===== config.mk =====
export PLATFORM = sky130hd
export DESIGN_NAME = wb_arbiter
export DESIGN_NICKNAME = d
export VERILOG_FILES = /design/src/rtl/wb_arbiter.sv
export SDC_FILE = /design/constraint.sdc
export NUM_CORES = 1
export LEC_CHECK = 0
export BUFFER_PORTS_ARGS = -buffer_cell sky130_fd_sc_hd__clkbuf_2
export CORE_UTILIZATION = 41
export CTS_BUF_LIST = sky130_fd_sc_hd__clkbuf_2
export DETAILED_ROUTE_END_ITERATION = 16
export GPL_ROUTABILITY_DRIVEN = 0
export PLACE_DENSITY = 0.69
export SYNTH_ARGS = -nofsm -noshare
export SYNTH_HDL_FRONTEND = slang
export SYNTH_SLANG_ARGS = --single-unit

===== constraint.sdc =====
create_clock -name clk -period 9.64 [get_ports clk]
set_input_delay 1.446 -clock clk [delete_from_list [all_inputs] [get_ports clk]]
set_output_delay 1.446 -clock clk [all_outputs]
set_load 0.02 [all_outputs]

===== src/rtl/wb_arbiter.sv =====
// Write-back arbiter: merges in-order pipe results with buffered out-of-order long
// completions onto the single register-file write port, and tracks pending long writes.
module wb_sb_cell (
    input  logic clk,
    input  logic rst_n,
    input  logic set,
    input  logic clr,
    output logic busy
);
    // Set beats clear so a re-issue on the retiring edge stays visible to decode.
    always_ff @(posedge clk or negedge rst_n) begin
        if (!rst_n)   busy <= 1'b0;
        else if (set) busy <= 1'b1;
        else if (clr) busy <= 1'b0;
    end
endmodule

module wb_arbiter #(
    parameter int ADDRESS_WIDTH = 5,
    parameter int DATA_WIDTH    = 32,
    parameter int FIFO_DEPTH    = 2
) (
    input  logic                          clk,
    input  logic                          rst_n,
    input  logic                          PipeWE_i,
    input  logic [ADDRESS_WIDTH-1:0]      PipeRd_i,
    input  logic [DATA_WIDTH-1:0]         PipeResult_i,
    input  logic                          LongIssue_i,
    input  logic [ADDRESS_WIDTH-1:0]      LongIssueRd_i,
    input  logic                          LongValid_i,
    input  logic [ADDRESS_WIDTH-1:0]      LongRd_i,
    input  logic [DATA_WIDTH-1:0]         LongResult_i,
    output logic                          LongReady_o,
    output logic                          WE3_o,
    output logic [ADDRESS_WIDTH-1:0]      AD3_o,
    output logic [DATA_WIDTH-1:0]         WD3_o,
    output logic [2**ADDRESS_WIDTH-1:0]   Busy_o,
    output logic                          Full_o
);
    localparam int NREG = 2**ADDRESS_WIDTH;
    localparam int PW   = $clog2(FIFO_DEPTH);
    localparam int CW   = PW + 1;

    typedef struct packed {
        logic [ADDRESS_WIDTH-1:0] rd;
        logic [DATA_WIDTH-1:0]    data;
    } entry_t;

    entry_t        mem [FIFO_DEPTH];
    logic [PW-1:0] head, tail;
    logic [CW-1:0] cnt;

    logic   empty, accept, acc_nz, pipe_wr, pop, bypass, push;
    logic   clr_en;
    logic [ADDRESS_WIDTH-1:0] clr_rd;
    entry_t head_e;

    assign empty       = (cnt == '0);
    assign Full_o      = (cnt == CW'(FIFO_DEPTH));
    assign LongReady_o = !Full_o;
    assign head_e      = mem[head];

    assign accept  = LongValid_i & LongReady_o;
    assign acc_nz  = accept & (LongRd_i != '0);
    assign pipe_wr = PipeWE_i & (PipeRd_i != '0);
    // Pipe writes to x0 are treated as idle, so the buffer can drain under them.
    assign pop     = !pipe_wr & !empty;
    assign bypass  = !pipe_wr & empty & acc_nz;
    assign push    = acc_nz & !bypass;

    assign clr_en  = pop | bypass;
    assign clr_rd  = pop ? head_e.rd : LongRd_i;

    always_ff @(posedge clk) begin
        if (push) mem[tail] <= '{rd: LongRd_i, data: LongResult_i};
    end

    always_ff @(posedge clk or negedge rst_n) begin
        if (!rst_n) begin
            head <= '0;
            tail <= '0;
            cnt  <= '0;
        end else begin
            if (push) tail <= tail + PW'(1);
            if (pop)  head <= head + PW'(1);
            cnt <= cnt + CW'(push) - CW'(pop);
        end
    end

    always_ff @(posedge clk or negedge rst_n) begin
        if (!rst_n) begin
            WE3_o <= 1'b0;
            AD3_o <= '0;
            WD3_o <= '0;
        end else if (pipe_wr) begin
            WE3_o <= 1'b1;
            AD3_o <= PipeRd_i;
            WD3_o <= PipeResult_i;
        end else if (pop) begin
            WE3_o <= 1'b1;
            AD3_o <= head_e.rd;
            WD3_o <= head_e.data;
        end else if (bypass) begin
            WE3_o <= 1'b1;
            AD3_o <= LongRd_i;
            WD3_o <= LongResult_i;
        end else begin
            WE3_o <= 1'b0;
        end
    end

    assign Busy_o[0] = 1'b0;

    for (genvar r = 1; r < NREG; r++) begin : g_sb
        wb_sb_cell u_cell (
            .clk   (clk),
            .rst_n (rst_n),
            .set   (LongIssue_i & (LongIssueRd_i == ADDRESS_WIDTH'(r))),
            .clr   (clr_en & (clr_rd == ADDRESS_WIDTH'(r))),
            .busy  (Busy_o[r])
        );
    end
endmodule


==> flow_summary.yaml, run 1 <==
run:
  max_cap_viol_count: 0
global_routing:
  use_met1_pct: 27.6
  grt_usage_pct: 21.0
  grtUsageMet3_pct: 5.05
  grt_pass1_wl_mm: 29.3
  use_met2_pct: 34.2
  antenna_found_initial: 0
  grt_max_degree: 74
  grt_overflow: 0
  busiest_layer: "met2"
  grt_pass1_vias: 5479
clocking:
  numCtsBuffers: 17
  cts_tree: "yes"
  postCtsSetupBuffers: 0
  clk_path_buf_depth: 2
  cts_sinks: 147
  cts-root-buf: "clkbuf_2"
  clk_pin_slew_ns: 0.22
  clk_latency_ns: 0.70
  htree_levels: 4
  holdBufCountCts: 0
  cts_resized: 0
route:
  wl_mm: 18.6
  drcViolationCount: 0
  ant_nets: 0
  via_count: 5657
  drtIter0Drc: 314
  firstDrtPassIters: 5
  routedWlPerCell_um: 19.0
  viasPerCell: 5.78
yosys:
  synth_nets: 725
  synth_top_area_share_pct: 30.5
  netlist_top_cells_area: "edfxtp_1 31%, dfrtp_1 25%, mux2i_1 9.2%, buf_4 3.6%, o21ai_0 3.0%"
  synth-seq-cells: 147
  synth_edf_count: 74
  yosys_warnings: 0
  synth_cell_types: 52
  yosys.area.top_type: "edfxtp_1"
  syn_area_per_cell_um2: 11.4
  synth_ff_type: "edfxtp_1"
  ys_seq_area_share_pct: 55.6
  syn-instance-count: 639
  netlist_area_mm2: 0.00728
  synthArstFlopShare_pct: 49.7
setup_path:
  cp_data_required_time_ns: 10.27
  path_buf_inv: 3
  path_delay_family: "buffers and inverters"
  path_class: "in2reg"
  slowest_stage: "buf_4"
  cp_max_fo: 67
  cp-end-kind: "flip-flop"
  cpPeakStageDelay_ns: 0.69
  crit_path_start_kind: "input pin"
  path_cells: "clkbuf_2 -> or4_1 -> o21ai_4 -> buf_4 -> a21o_1 -> ha_1 -> inv_1 -> ha_1 -> xnor2_1 -> xnor2_1"
  critPathArrivalTime_ns: 4.07
finish:
  syn2layout_area_growth_pct: 12.4
  multi_input_area_mm2: 0.00279
  fillers: 1652
  fin_nets: 826
  final_area_mm2: 0.00819
  diodes: 0
  register_area_mm2: 0.00405
  drive_gt1_share_pct: 27.9
  fin_util_pct: 47.3
status:
  run_status: "finished clean"
timing:
  min_period_ns: 3.45
  finalCritPeriodShare_pct: 35.8
  worst_slack_ns: 6.19
  rsz0062_at_grt: "no"
  drv_slew: 0
  setup_viol: 0
  worst_slew_pin_slew_ns: 1.18
  tns_ns: 0
  slew_headroom_pct: 21.3
  fmax_mhz: 290
  hold_viol: 0
  finalClockSkew_ns: 0.0252
place:
  numPortBuffers: 154
  dp_hpwl_mm: 11.9
  dpl_cell_area_mm2: 0.00799
  dp_slack_ns: 5.46
power_and_ir_drop:
  finalPower_mw: 2.35
  cellPowerDensity_mw_per_mm2: 287
  leakage_nw: 3.27
  peakVddDrop_mv: 0.135
floorplanning:
  die-height_um: 135
  die_area_mm2: 0.0183
  io_pins: 156
  initial_core_util_pct: 42.1
  die_w_um: 135
  coreArea_mm2: 0.0173
  rows: 48
hold_path:
  hp-class: "reg2reg"
-- worst register-to-register path, stage by stage, from the launching register on --
cell	delay, ns
dfrtp_1	0.39
buf_4	0.47
nor2_4	0.20
buf_4	0.31
a21o_1	0.31
nor2_4	0.91
-- final timing paths --
kind,to,slack [ns],depth (start not counted),start
min,g_sb[15].u_cell.busy,0.53,1,g_sb[15].u_cell.busy
max in group asynchronous,head,8.09,1,rst_n
min reg2reg,g_sb[15].u_cell.busy,0.53,1,g_sb[15].u_cell.busy
min in group asynchronous,g_sb[23].u_cell.busy,0.86,1,rst_n
max reg2reg,mem[1][22],6.70,5,cnt[1]
max,cnt[1],6.19,10,PipeRd_i[2]
-- kinds of logic after synthesis --
logic type      synth area share, %
simple gates                   12.9
compound gates                 14.5
flops                          55.6
buf+inv                        6.60
mux                            9.57
xor+xnor                      0.481
fa+ha+maj                     0.344
other cells                  0.0515
-- placed cells by master (no fill, tap or decap), drive strengths merged, types with 3 or more instances in the layout --
master    count
a32o          4
edfxtp       74
a221o         8
mux2i        67
and3b         4
a21oi        34
nor2         14
clkbuf      172
a211o         5
inv          13
nand2        22
nand3        24
a22o          5
buf          10
clkinv        4
o211ai        6
nand2b        5
dfrtp        73
o31ai        15
a31oi         3
nor3b         7
o21ai        44
nand4        32
nor3         39
or2           4
xnor2         3
and3          5
o221ai       16
clkinvlp      4
nor2b         7
a32oi         7
a211oi        4
-- through the flow --
stage	hold slack, ns	cells
2_1_floorplan	0.467	639
3_3_place_gp	0.480	946
3_5_place_dp	0.490	946
4_1_cts	0.534	978
5_1_grt	0.552	978
6_report	0.528	978
-- layer usage --
layer	share of wire, %	routed length [µm]
met5	0	0
met4	1.3	240
met3	7.4	1370
met2	48	8930
met1	43	8060
-- power by group --
group / leakage, nW / switching (mW) / internal (mW)
clock: 0.120 / 0.235 / 0.0737
sequential: 1.47 / 0.0999 / 0.863
combinational: 1.68 / 0.718 / 0.361
total: 3.27 / 1.05 / 1.30
-- cell usage after synthesis, types with 7 or more instances --
library cell   n
dfrtp_1       73
a21oi_1       34
nor3_1        39
nor3b_1        7
nand3_1       24
inv_1          7
nor2b_1        7
o221ai_1      16
o21ai_0       43
mux2i_1       67
buf_2          9
nand4_1       32
a32oi_1        7
a221o_1        8
clkbuf_1      29
nor2_1        14
edfxtp_1      74
nand2_1       22
o31ai_1       15
buf_4         35
-- sequential cells by signal, summed over array words and instances (netlist names) --
register	count
WE3_o	1
g_sb.u_cell.busy	31
head	1
AD3_o	5
tail	1
mem	74
WD3_o	32
cnt	2
-- layout make-up --
| type | instances | area share (%) |
|---|---|---|
| flip-flops and latches | 147 | 49.5 |
| multi-input cells | 403 | 34.0 |
| repair buffers | 163 | 10.3 |
| well taps | 225 | 3.44 |
| clock inverters | 13 | 1.27 |
| clock buffers | 19 | 1.16 |
| inverters | 8 | 0.367 |
No activity file was read; power rests on OpenSTA's default activity.
==> inputs of run 2 (changes only) <==
--- a/config.mk
+++ b/config.mk
@@ -10,7 +10,7 @@
 export CTS_BUF_LIST = sky130_fd_sc_hd__clkbuf_2
 export DETAILED_ROUTE_END_ITERATION = 16
 export GPL_ROUTABILITY_DRIVEN = 0
-export PLACE_DENSITY = 0.69
+export PLACE_DENSITY = 0.71
 export SYNTH_ARGS = -nofsm -noshare
 export SYNTH_HDL_FRONTEND = slang
 export SYNTH_SLANG_ARGS = --single-unit
==> constraint.sdc (replaced) <==
create_clock -name clk -period 3.1 [get_ports clk]
set_input_delay 0.465 -clock clk [delete_from_list [all_inputs] [get_ports clk]]
set_output_delay 0.465 -clock clk [all_outputs]
set_load 0.02 [all_outputs]
==> run 2 against run 1 <==
Combinational power increased to 3.2 times the previous value. Via count increased by 6.7%. Worst setup slack got worse by 5.6 ns. Worst hold slack got worse by 0.44 ns. Sequential share of layout area decreased by 4.5 points. Routed wire length increased by 5.8%. Critical path depth decreased by 4. Power increased to 3.2 times the previous value. Clock power increased to 3.6 times the previous value. Largest cell class unchanged.
==> flow_summary.yaml, run 2 (synthesis gave the netlist of run 1 again) <==
timing:
  setup_viol: 0
  finalCritPeriodShare_pct: 81.1
  finalClockSkew_ns: 0.0356
  slew_headroom_pct: 22.6
  drv_slew: 0
  min_period_ns: 2.52
  worst_slew_pin_slew_ns: 1.16
  hold_viol: 0
  tns_ns: 0
  rsz0062_at_grt: "no"
  fmax_mhz: 398
finish:
  fin_cells: 1056
  syn2layout_area_growth_pct: 23.7
  diodes: 0
  regMostFlops: "mem"
  largest_reg_flops: 74
  layout_common_cells: "171 x clkbuf_2, 74 x edfxtp_1, 72 x dfrtp_1"
  layout_commonest_cell: "clkbuf_2"
  largest_registers: "mem: 74 flops, WD3_o: 32 flops, g_sb.u_cell.busy: 31 flops"
  fin_nets: 904
  drive_gt1_share_pct: 26.1
hold_path:
  holdPathStages: 2
  hp-class: "in2reg"
global_routing:
  grt_max_degree: 74
  grt_usage_pct: 22.2
  grt_pass1_vias: 5803
  antenna_found_initial: 0
  grt_overflow: 0
  grt_pass1_wl_mm: 31.0
route:
  drcViolationCount: 0
  via_count: 6034
  drtIter0Drc: 418
  wl_mm: 19.7
  ant_nets: 0
  firstDrtPassIters: 5
  viasPerCell: 5.71
  routedWlPerCell_um: 18.6
clocking:
  cts_resized: 0
  numCtsBuffers: 17
  postCtsSetupBuffers: 0
  clk_path_buf_depth: 2
  clk_latency_ns: 0.73
  cts_tree: "yes"
  htree_levels: 4
  clk_pin_slew_ns: 0.23
  cts_sinks: 147
  cts-root-buf: "clkbuf_2"
setup_path:
  slowest_stage: "nand3_1"
  crit_path_start_kind: "flip-flop"
  path_cells: "buf_4 -> nor2_4 -> buf_4 -> nand3_1 -> o221ai_1 -> nand3_1"
  cp-end-kind: "flip-flop"
  cp_max_fo: 42
  path_class: "reg2reg"
  cpPeakStageDelay_ns: 0.58
  reg2reg_depth: 6
  cp_data_required_time_ns: 3.74
  critPathArrivalTime_ns: 3.16
power_and_ir_drop:
  p_comb_share_pct: 45.4
  peakVddDrop_mv: 0.570
  finalPower_mw: 7.59
  leakage_nw: 3.63
  sequentialPowerShare_pct: 39.8
  clkPwrFrac_pct: 14.8
  p_sw_mw: 3.32
  p_int_mw: 4.27
  p_sw_share_pct: 43.7
  cellPowerDensity_mw_per_mm2: 843
floorplanning:
  io_pins: 156
  die-height_um: 135
  die_w_um: 135
  coreArea_mm2: 0.0173
  rows: 48
  die_area_mm2: 0.0183
  initial_core_util_pct: 42.1
place:
  dp_hpwl_mm: 12.5
  place_inst: 953
  numPortBuffers: 154
run:
  max_cap_viol_count: 0
status:
  run_status: "finished clean"
## run 2: metal layers
metal  track usage [%]  vias to the layer above  share of wire [%]
met5                 0                        -                  0
met4              7.87                        0                2.2
met3              5.09                       35                7.3
met2              35.8                      309                 48
met1              29.2                     2900                 43
li1                  -                     2790                  -
## run 2: power groups by stage
stage          registers, mW  clock network [mW]  logic, mW
5_1_grt                 3.09                1.21       3.74
3_5_place_dp            3.06                   0       3.35
2_1_floorplan           3.27                   0       2.15
4_1_cts                 3.02                1.14       3.42
3_3_place_gp            3.06                   0       3.31
6_report                3.02                1.12       3.45
## run 2: per-stage QoR
stage | setup WS, ns | util, % | instance area (µm²) | hold slack [ns]
2_1_floorplan | -0.151 | - | 7280 | 0.169
3_3_place_gp | 0.444 | 46.6 | 8050 | 0.484
3_5_place_dp | 0.431 | 46.6 | 8050 | 0.485
4_1_cts | 0.598 | 51.9 | 8970 | 0.00591
5_1_grt | 0.458 | 52.1 | 9000 | 0.0159
6_report | 0.584 | 52.1 | 9000 | 0.0895
## run 2: final timing paths
| kind | startpoint | end | slack [ns] |
|---|---|---|---|
| worst max-delay path | cnt[0] | g_sb[18].u_cell.busy | 0.58 |
| worst min-delay path | LongRd_i[2] | mem[0][34] | 0.09 |
| worst min register to register | g_sb[13].u_cell.busy | g_sb[13].u_cell.busy | 0.53 |
| worst max register to register | cnt[0] | g_sb[18].u_cell.busy | 0.58 |
| max in group asynchronous | rst_n | head | 2.05 |
| min in group asynchronous | rst_n | g_sb[30].u_cell.busy | 0.40 |
## run 2: area by class of cell
cell class | instances | area (µm²)
clock inverter | 14 | 150
multi-input combinational | 403 | 2790
sequential | 147 | 4050
inverter | 8 | 30.0
tap | 225 | 282
clock buffer | 18 | 90.1
timing repair buffer | 241 | 1620
fill | 1516 | 8290
## run 2: timing repair
item                       in CTS  in global routing
setup endpoints to repair       0                  0
hold endpoints to repair      173                  3
hold buffers                   68                  3
## run 2: worst max-delay path: cells and delay by family (launching register included)
kind	cells	cell delay, ns
buf+inv	2	0.72
compound gates	1	0.43
flops	1	0.42
simple gates	3	0.85
